===== src/rtl/uart_rx_ctrl_gen.sv =====
// UART receive controller: frame FSM, oversampled 2-of-3 bit voting, deserializer,
// parity/stop checking and line-break detection, all in the rx_clk domain.
module uart_rx_ctrl_gen #(
    parameter int unsigned DATA_WIDTH = 8,
    parameter int unsigned PRESCALE_W = 6
) (
    input  logic                  rx_clk,
    input  logic                  rst_n,
    input  logic                  rx_in,
    input  logic [PRESCALE_W-1:0] prescale,
    input  logic                  parity_enable,
    input  logic                  parity_type,
    input  logic                  stop_bits2,
    output logic [DATA_WIDTH-1:0] p_data,
    output logic                  data_valid,
    output logic                  parity_error,
    output logic                  stop_error,
    output logic                  break_detect,
    output logic                  busy
);
    localparam int unsigned BitCntW = $clog2(DATA_WIDTH);

    typedef enum logic [2:0] {
        StIdle, StStart, StData, StParity, StStop1, StStop2, StDone
    } state_e;
    typedef enum logic [1:0] {Os8, Os16, Os32} os_e;

    state_e                state_q, state_d;
    os_e                   os_q, os_d, os_in;
    logic                  par_en_q, par_en_d, par_type_q, par_type_d, stop2_q, stop2_d;
    logic [4:0]            edge_cnt_q, edge_cnt_d;
    logic [BitCntW-1:0]    bit_cnt_q, bit_cnt_d;
    logic [DATA_WIDTH-1:0] shift_q, shift_d, p_data_q, p_data_d;
    logic [1:0]            smp_q, smp_d;
    logic                  bit_q, bit_d, par_bit_q, par_bit_d, stop1_bit_q, stop1_bit_d;
    logic                  par_err_q, par_err_d, stp_err_q, stp_err_d;
    logic                  dv_q, dv_d, pe_q, pe_d, se_q, se_d, bd_q, bd_d, busy_q, busy_d;

    logic [4:0] last_cnt, mid_cnt;
    logic       vote, at_mid, at_last, is_break, start_frame, enter_done;

    // Unsupported prescale values fall back to 8x oversampling.
    always_comb begin
        if (32'(prescale) == 32'd16) begin
            os_in = Os16;
        end else if (32'(prescale) == 32'd32) begin
            os_in = Os32;
        end else begin
            os_in = Os8;
        end
    end

    always_comb begin
        case (os_q)
            Os16:    begin last_cnt = 5'd15; mid_cnt = 5'd8;  end
            Os32:    begin last_cnt = 5'd31; mid_cnt = 5'd16; end
            default: begin last_cnt = 5'd7;  mid_cnt = 5'd4;  end
        endcase
    end

    // Third sample is the live line at mid-bit, so the vote resolves without extra latency.
    assign vote     = (smp_q[0] & smp_q[1]) | (rx_in & (smp_q[0] | smp_q[1]));
    assign at_mid   = (edge_cnt_q == mid_cnt);
    assign at_last  = (edge_cnt_q == last_cnt);
    assign is_break = (shift_q == '0) && !(par_en_q && par_bit_q) && !stop1_bit_q;

    always_comb begin
        state_d     = state_q;
        os_d        = os_q;
        par_en_d    = par_en_q;
        par_type_d  = par_type_q;
        stop2_d     = stop2_q;
        bit_cnt_d   = bit_cnt_q;
        shift_d     = shift_q;
        p_data_d    = p_data_q;
        smp_d       = smp_q;
        bit_d       = bit_q;
        par_bit_d   = par_bit_q;
        stop1_bit_d = stop1_bit_q;
        par_err_d   = par_err_q;
        stp_err_d   = stp_err_q;
        dv_d        = 1'b0;
        pe_d        = 1'b0;
        se_d        = 1'b0;
        bd_d        = 1'b0;
        start_frame = 1'b0;
        enter_done  = 1'b0;
        edge_cnt_d  = at_last ? 5'd0 : edge_cnt_q + 5'd1;

        if (edge_cnt_q == mid_cnt - 5'd2) smp_d[0] = rx_in;
        if (edge_cnt_q == mid_cnt - 5'd1) smp_d[1] = rx_in;
        if (at_mid) bit_d = vote;

        case (state_q)
            StIdle: begin
                edge_cnt_d = 5'd0;
                if (!rx_in) start_frame = 1'b1;
            end
            StStart: begin
                if (at_mid && vote) begin
                    state_d    = StIdle;
                    edge_cnt_d = 5'd0;
                end else if (at_last) begin
                    state_d = StData;
                end
            end
            StData: begin
                if (at_last) begin
                    shift_d = {bit_q, shift_q[DATA_WIDTH-1:1]};
                    if (bit_cnt_q == BitCntW'(DATA_WIDTH - 1)) begin
                        bit_cnt_d = '0;
                        state_d   = par_en_q ? StParity : StStop1;
                    end else begin
                        bit_cnt_d = bit_cnt_q + BitCntW'(1);
                    end
                end
            end
            StParity: begin
                if (at_mid) begin
                    par_bit_d = vote;
                    if (vote != (^shift_q ^ par_type_q)) par_err_d = 1'b1;
                end
                if (at_last) state_d = StStop1;
            end
            StStop1: begin
                if (at_mid) begin
                    stop1_bit_d = vote;
                    if (!vote) stp_err_d = 1'b1;
                end
                if (at_last) begin
                    if (stop2_q) state_d = StStop2;
                    else         enter_done = 1'b1;
                end
            end
            StStop2: begin
                if (at_mid && !vote) stp_err_d = 1'b1;
                if (at_last) enter_done = 1'b1;
            end
            StDone: begin
                edge_cnt_d = 5'd0;
                par_err_d  = 1'b0;
                stp_err_d  = 1'b0;
                if (!rx_in) start_frame = 1'b1;
                else        state_d = StIdle;
            end
            default: state_d = StIdle;
        endcase

        if (enter_done) begin
            state_d = StDone;
            if (is_break) begin
                bd_d = 1'b1;
            end else begin
                pe_d = par_err_q;
                se_d = stp_err_q;
                if (!par_err_q && !stp_err_q) begin
                    dv_d     = 1'b1;
                    p_data_d = shift_q;
                end
            end
        end

        // Frame configuration is frozen here for the whole frame.
        if (start_frame) begin
            state_d    = StStart;
            os_d       = os_in;
            par_en_d   = parity_enable;
            par_type_d = parity_type;
            stop2_d    = stop_bits2;
            edge_cnt_d = 5'd0;
            bit_cnt_d  = '0;
            par_err_d  = 1'b0;
            stp_err_d  = 1'b0;
        end

        busy_d = (state_d != StIdle);
    end

    always_ff @(posedge rx_clk or negedge rst_n) begin
        if (!rst_n) begin
            state_q     <= StIdle;
            os_q        <= Os8;
            par_en_q    <= 1'b0;
            par_type_q  <= 1'b0;
            stop2_q     <= 1'b0;
            edge_cnt_q  <= 5'd0;
            bit_cnt_q   <= '0;
            shift_q     <= '0;
            p_data_q    <= '0;
            smp_q       <= 2'b00;
            bit_q       <= 1'b0;
            par_bit_q   <= 1'b0;
            stop1_bit_q <= 1'b0;
            par_err_q   <= 1'b0;
            stp_err_q   <= 1'b0;
            dv_q        <= 1'b0;
            pe_q        <= 1'b0;
            se_q        <= 1'b0;
            bd_q        <= 1'b0;
            busy_q      <= 1'b0;
        end else begin
            state_q     <= state_d;
            os_q        <= os_d;
            par_en_q    <= par_en_d;
            par_type_q  <= par_type_d;
            stop2_q     <= stop2_d;
            edge_cnt_q  <= edge_cnt_d;
            bit_cnt_q   <= bit_cnt_d;
            shift_q     <= shift_d;
            p_data_q    <= p_data_d;
            smp_q       <= smp_d;
            bit_q       <= bit_d;
            par_bit_q   <= par_bit_d;
            stop1_bit_q <= stop1_bit_d;
            par_err_q   <= par_err_d;
            stp_err_q   <= stp_err_d;
            dv_q        <= dv_d;
            pe_q        <= pe_d;
            se_q        <= se_d;
            bd_q        <= bd_d;
            busy_q      <= busy_d;
        end
    end

    assign p_data       = p_data_q;
    assign data_valid   = dv_q;
    assign parity_error = pe_q;
    assign stop_error   = se_q;
    assign break_detect = bd_q;
    assign busy         = busy_q;

endmodule


===== config.mk =====
export PLATFORM = sky130hd
export DESIGN_NAME = uart_rx_ctrl_gen
export DESIGN_NICKNAME = d
export VERILOG_FILES = /design/src/rtl/uart_rx_ctrl_gen.sv
export SDC_FILE = /design/constraint.sdc
export NUM_CORES = 1
export LEC_CHECK = 0
export ABC_AREA = 1
export CORE_ASPECT_RATIO = 0.7
export CORE_MARGIN = 5
export CORE_UTILIZATION = 50
export DETAILED_ROUTE_END_ITERATION = 7
export GPL_TIMING_DRIVEN = 0
export PLACE_DENSITY = 0.77
export SYNTH_ARGS = -nofsm -noshare
export SYNTH_HDL_FRONTEND = slang
export SYNTH_SLANG_ARGS = --single-unit
export TNS_END_PERCENT = 30

===== constraint.sdc =====
create_clock -name rx_clk -period 2.1 [get_ports rx_clk]
set_clock_uncertainty 0.15 [all_clocks]
set_input_delay 0.42 -clock rx_clk [delete_from_list [all_inputs] [get_ports rx_clk]]
set_output_delay 0.42 -clock rx_clk [all_outputs]
set_load 0.01 [all_outputs]

==> impl_metrics.csv <==
group,metric,value,unit
die,io_pins,25,
global_routing,grt_pass1_vias,1787,
logic_synthesis,synthesis.area,2310,µm²
global_routing,grt_usage,0.167,
clock_tree,cts_root_buf,"clkbuf_8",
pwr,power.share.clock,0.256,
clock_tree,cts.path.max_buffers,2,
die,die_y,66.8,µm
logic_synthesis,synthMuxAreaShare,0.00488,
sta,period_share,0.930,
logic_synthesis,synth_cells,277,
hold_path,min_path_type,"register to register",
sta,rsz0062_at_grt,"no",
logic_synthesis,synth_xor_area_frac,0.0266,
pwr,p_int,1.43,mW
drt,drtIter0Drc,81,
global_routing,antenna_found_initial,0,
logic_synthesis,synth.most_common_cell,"nand2_1",
drt,dr.pass1.iters,4,
logic_synthesis,async_flop_share,1.00,
logic_synthesis,avgSynthCellArea,8.32,µm²
pwr,sw_frac_of_total,0.333,
die,dieArea,6090,µm²
sta,final.setup.tns,0,ns
sta,max_freq,512,MHz
drt,finalWirelength,4.50,mm
drt,drtAntennaViolNets,0,
setup_path,cp-end-kind,"register",
die,dieWidth,91.2,µm
place,io_buffer_count,24,
setup_path,r2r_slack,0.15,ns
cells_and_area,synthToLayoutAreaGrowth,21.4,%
logic_synthesis,synthAdderAreaFrac,0.0651,
logic_synthesis,synth-edff-count,0,
hold_path,worst_hold_path.endpoint,"bit_q$_DFFE_PN0P_",
sta,hold_viol,0,
sta,slew_headroom,0.662,
global_routing,grt-ovfl-total,0,
setup_path,critical_path_class,"register to register",
drt,vias,1868,
die,rows,20,
run_status,status,"finished, final reports clean",
logic_synthesis,synth_fp_nets,301,
logic_synthesis,synth_top_family_by_area,"simple AND/OR/NAND/NOR gates",
global_routing,grt_first_pass_wirelength,7.99,mm
cells_and_area,fin_nets,338,
place,dpl.hpwl,3.35,mm
logic_synthesis,synth_top_cell_by_area,"dfrtp_1",
sta,finalMaxSlewViolations,0,
sta,fin_crit,1.95,ns
clock_tree,cts_htree_levels,2,
cells_and_area,diodes,0,
sta,setup_viol,0,
logic_synthesis,synth-seq-cells,44,
setup_path,r2r-start,"os_q[0]$_DFFE_PN0P_",
clock_tree,clkTransAtPathRegs,0.08,ns
pwr,powerDensity,766,nW/µm²
cells_and_area,fin_util,0.636,
cells_and_area,drive_above_1_share,0.137,
job,drv_cap,0,
logic_synthesis,synth_seq_area_share,0.477,
logic_synthesis,synthSimpleGateAreaFrac,0.259,
pwr,leakagePower,1.34,nW
global_routing,grt_max_degree,25,
drt,route.detailed.drc,0,
setup_path,cp_max_fo,4,
drt,via_per_inst,5.05,
die,core,4400,µm²
pwr,share_comb_of_total_power,0.255,
clock_tree,numClockSinks,44,
hold_path,hold_depth,2,
logic_synthesis,yosysWarningCount,0,
hold_path,hp-start,"bit_q$_DFFE_PN0P_",
clock_tree,cts-buffers-inserted,5,
setup_path,startpoint_type,"register",
setup_path,r2r_cells,9,
setup_path,cp_data_required_time,2.14,ns
clock_tree,cts_tree,"done",
pwr,p_sw,0.715,mW
logic_synthesis,synth_compound_area_frac,0.0933,
drt,post_drt_wl_per_cell,12.2,µm
logic_synthesis,synth_cell_types,28,
setup_path,reg2reg_to,"par_bit_q$_DFFE_PN0P_",
logic_synthesis,postSynth.topFlopCell,"dfrtp_1",
logic_synthesis,netlist.area_leader.share,0.477,
die,initial_core_util,0.524,
logic_synthesis,synth_area_leaders,"dfrtp_1, nand2_1, ha_1",
place,globalplace.congestion,0.884,
setup_path,cp_data_arrival_time,1.99,ns
pwr,seqPwrFrac,0.489,
logic_synthesis,ys_top_cells_by_count,"nand2_1, dfrtp_1, nor2_1, inv_1, nand3_1",
clock_tree,worstSkewPairLatency,0.30,ns
sta,worstMarginPinSlew,0.506,ns
pwr,peakVddDrop,0.433,mV
-- critical path, cell delays in order (launching register included) --
cell     delay [ns]
dfrtp_1        0.39
inv_2          0.10
ha_1           0.20
inv_1          0.06
nand2_1        0.05
nand2_1        0.09
nor2_1         0.16
nand2_1        0.12
nor2_1         0.17
mux2_2         0.35
-- power by group through the flow --
stage,sequential [mW],combinational (mW),clock [mW]
global placement,1.06,0.506,0
global route,1.07,0.626,0.604
floorplan,1.04,0.367,0
CTS,1.05,0.533,0.569
finish,1.05,0.546,0.549
detailed placement,1.06,0.521,0
-- registers in the layout, indices dropped and copies added (netlist names), 2 cells and up --
name	flops
shift_q	8
bit_cnt_q	3
p_data	8
edge_cnt_q	5
os_q	2
state_q	3
smp_q	2
-- cells in the final DEF (no fill, tap or decap), types with 2 or more instances in the layout --
cell type / count
buf_2: 4
nand3_2: 2
and2_1: 2
xor2_1: 3
a21oi_1: 8
inv_1: 32
inv_2: 3
clkinv_1: 2
dfrtp_1: 44
nor3b_1: 3
clkbuf_8: 6
nor2_1: 34
o21ai_2: 8
a21oi_2: 2
xnor2_1: 4
nand3_1: 16
ha_1: 11
buf_4: 4
nor3_1: 3
nand2_1: 68
clkdlybuf4s50_1: 23
o21ai_0: 15
nand2_2: 4
-- repair_timing --
| item | in CTS | in global routing |
|---|---|---|
| setup buffers | 0 | 4 |
| pin swaps | 0 | 2 |
| setup endpoints to repair | 1 | 11 |
| gates resized for setup | 1 | 5 |
| hold buffers | 1 | 0 |
| endpoints found under the hold margin | 20 | 0 |
-- final cells by class --
class	instances	area, µm²
Timing Repair Buffer	30	303
Tap cell	55	68.8
Sequential cell	44	1100
Multi-Input combinational cell	191	1060
Inverter	38	144
Buffer	4	26.3
Clock inverter	1	7.51
Fill cell	383	1610
Clock buffer	7	86.3
-- metal layers --
metal  routed length [µm]  up-vias  share of wire  GRT usage
met1                 2230      859           0.50      0.233
met4                   93        0          0.021     0.0806
met3                  287       11          0.064     0.0339
met2                 1890       47           0.42      0.247
met5                    0        -              0          0
li1                     -      951              -          -
-- worst max path at each step --
| stage | from | endpoint | slack, ns | cells past startpoint |
|---|---|---|---|---|
| detailed placement | rx_in | busy$_DFF_PN0_ | -0.31 | 8 |
| global placement | rst_n | p_data[3]$_DFFE_PN0P_ | -0.70 | 1 |
| global route | edge_cnt_q[0]$_DFF_PN0_ | bit_cnt_q[0]$_DFFE_PN0P_ | 0.003 | 10 |
| finish | os_q[0]$_DFFE_PN0P_ | par_bit_q$_DFFE_PN0P_ | 0.15 | 9 |
| floorplan | os_q[0]$_DFFE_PN0P_ | p_data[6]$_DFFE_PN0P_ | 0.31 | 11 |
| CTS | os_q[0]$_DFFE_PN0P_ | p_data[6]$_DFFE_PN0P_ | 0.05 | 11 |
-- cells by family (layout without fill, tap and decap cells) --
| kind of cell | count (synthesis) | after routing |
|---|---|---|
| compound gates | 35 | 35 |
| xor+xnor | 7 | 7 |
| fa+ha+maj | 12 | 12 |
| buf+inv | 42 | 80 |
| flops | 44 | 44 |
| mux | 1 | 1 |
| simple gates | 136 | 136 |
-- metrics by stage --
stage,setup slack (ns),std cells,power [mW],cell area (µm²),hold WS [ns]
2_1_floorplan,0.306,277,1.41,2310,-0.0256
3_3_place_gp,-0.703,356,1.56,2620,0.314
3_5_place_dp,-0.314,357,1.58,2640,0.272
4_1_cts,0.0501,366,2.15,2750,0.338
5_1_grt,0.00300,370,2.30,2800,0.374
6_report,0.148,370,2.14,2800,0.334
No activity file was read; power rests on OpenSTA's default activity.
==> patch: new RTL, same settings <==
Encoding of `state_e`: now Gray code (3 bits for 7 states).
--- a/src/rtl/uart_rx_ctrl_gen.sv
+++ b/src/rtl/uart_rx_ctrl_gen.sv
@@ -21,7 +21,7 @@
     localparam int unsigned BitCntW = $clog2(DATA_WIDTH);
 
     typedef enum logic [2:0] {
-        StIdle, StStart, StData, StParity, StStop1, StStop2, StDone
+        StIdle = 3'b000, StStart = 3'b001, StData = 3'b011, StParity = 3'b010, StStop1 = 3'b110, StStop2 = 3'b111, StDone = 3'b101
     } state_e;
     typedef enum logic [1:0] {Os8, Os16, Os32} os_e;
 
Function: same outputs for any inputs over 10 cycles, from zero or initial values and one cycle with rst_n low; not proved beyond that.
==> patch against the unedited design <==
- combinational power is 41% higher
- synthesized area is 1.1% higher
- sequential cell count stayed put
- total power is 23% higher
- final area is 0.54% higher
- routed wire length is 5.7% higher
- worst setup slack worse by 30 ps
- critical path type unchanged
- largest power group unchanged
- highest routed layer unchanged
==> patch: results (changes against the unedited design) <==
Status
  – Status: complete, no violations

Finish
  – Design area: 2810 um^2 (+0.54%)
  – Nets: 345 (+2.1%)
  – Number of fill cells in the layout: 377 (-1.6%)
  – Share of layout cells above drive strength 1: 9.66% (-4.0 points)
  – Ant diodes: 0 (unchanged)

Global routing
  – Global Route Usage Sum: 17.1% (+0.44 points)
  – Met3 Usage GRT: 3.95% (+0.56 points)
  – First-pass GRT wire length: 8360 um (+4.7%)
  – GR Util met2: 25.9% (+1.2 points)
  – Met1 Use GR: 24.0% (+0.72 points)
  – Largest net degree at the start of global routing: 29 (+16%)

Pwr
  – Clk network pwr share: 28.5% (+2.9 points)
  – Share of power burned in registers: 42.2% (-6.7 points)
  – Max VDD drop: 0.000597 V (+38%)
  – Pleak: 1.37 nW (+2.2%)
  – Switching share of power: 34.2% (+0.87 points)
  – Clock network power: 0.749 mW (+36%)

Critical path
  – Slowest CP cell: dfrtp_1
  – Largest stage delay on the critical path: 390 ps (about the same)
  – FF-to-FF path depth: 7 (-2)
  – CP Max Fanout: 10 (+6)

Clock tree
  – Htree depth: 2 (unchanged)
  – Post-CTS Repair Setup Buffers: 0 (unchanged)
  – CTS Buffer Depth: 2 (unchanged)
  – Clock-pin slew on the worst setup and hold paths: 80 ps (about the same)
  – Num CTS Buffers: 5 (unchanged)

Detailed routing
  – Drt total wl: 4760 um (+5.7%)
  – Via count: 1,911 (+2.3%)
  – Vias per inst: 5.08 (+0.67%)
  – Metal2 WL: 1970 um (+4.3%)
  – WL met3: 314 um (+9.4%)
  – Iter 0 DRT Violations: 195 (+140%)
  – Met1 wire length: 2410 um (+8.2%)

STA
  – Worst-margin pin slew: 409 ps (-97.2 ps)

Placement
  – Gp weighted congestion: 0.790 (-11%)
  – DP Wirelength: 3600 um (+7.4%)
  – Pre-CTS setup slack: -116 ps (+198 ps)
  – Area after DPL: 2660 um^2 (+0.66%)
  – Inst Count DP: 368 (+3.1%)

Yosys
  – Distinct cells, synth: 27 (-3.6%)
  – Largest cells by area after synthesis: dfrtp_1 47%, nand2_1 16%, ha_1 6.4%
  – Synth Instances: 288 (+4.0%)
  – Top cells by count, synth: 101 x nand2_1, 44 x dfrtp_1, 39 x inv_1
  – Post-Syn Nets: 312 (+3.7%)
  – Seq/Total Area, Yosys: 47.2% (-0.51 points)

Hold path
  – HP Class: reg -> reg
==> patch: cell count changes after synthesis, sizes merged, moves of 4 or more <==
| cell | unedited run | this run |
|---|---|---|
| inv | 35 | 40 |
| xnor2 | 4 | 0 |
| nand3 | 19 | 14 |
| a21oi | 10 | 5 |
| nor2 | 35 | 23 |
| nand2 | 73 | 104 |
==> patch: logic make-up (layout without fill, tap and decap cells) <==
kind of cell	after synthesis	count (layout)	share of synthesized area, %
AND/OR/NAND/NOR	153	153	28.4
flip-flops	44	44	47.2
buffers and inverters	43	76	7.57
AO/OA/AOI/OAI	33	33	9.18
adder cells (fa/ha/maj)	12	12	6.44
XOR/XNOR	3	3	1.13
==> patch: final timing paths <==
| path | end | slack [ps] | from |
|---|---|---|---|
| hold / removal | p_data[4] | 330 | p_data[4] |
| setup / recovery | bit_cnt_q[0] | 120 | os_q[0] |
| setup reg to reg | bit_cnt_q[0] | 120 | os_q[0] |
| hold reg to reg | p_data[4] | 330 | p_data[4] |
| min in group asynchronous | state_q[0] | 440 | rst_n |
| max in group asynchronous | bit_cnt_q[0] | 880 | rst_n |
==> patch: area by class of cell <==
type / instances / area share (%)
plain buffers: 2 / 0.800
clock buffers: 5 / 2.45
clock inverters: 2 / 2.13
inverters: 41 / 5.47
multi-input cells: 201 / 38.2
flip-flops and latches: 44 / 39.1
well taps: 55 / 2.45
repair buffers: 26 / 9.43
==> patch: timing repair <==
action / CTS / global route
endpoints found under the hold margin: 16 / 0
hold buffers: 1 / 0
endpoints found under the setup margin: 0 / 24
resized for setup: 0 / 4
==> patch: worst max-delay path, delay by kind of cell (launching register included) <==
kind            cells  cell delay [ps]
fa+ha+maj           1              250
compound gates      2              290
simple gates        2              370
flops               1              390
buf+inv             2              410
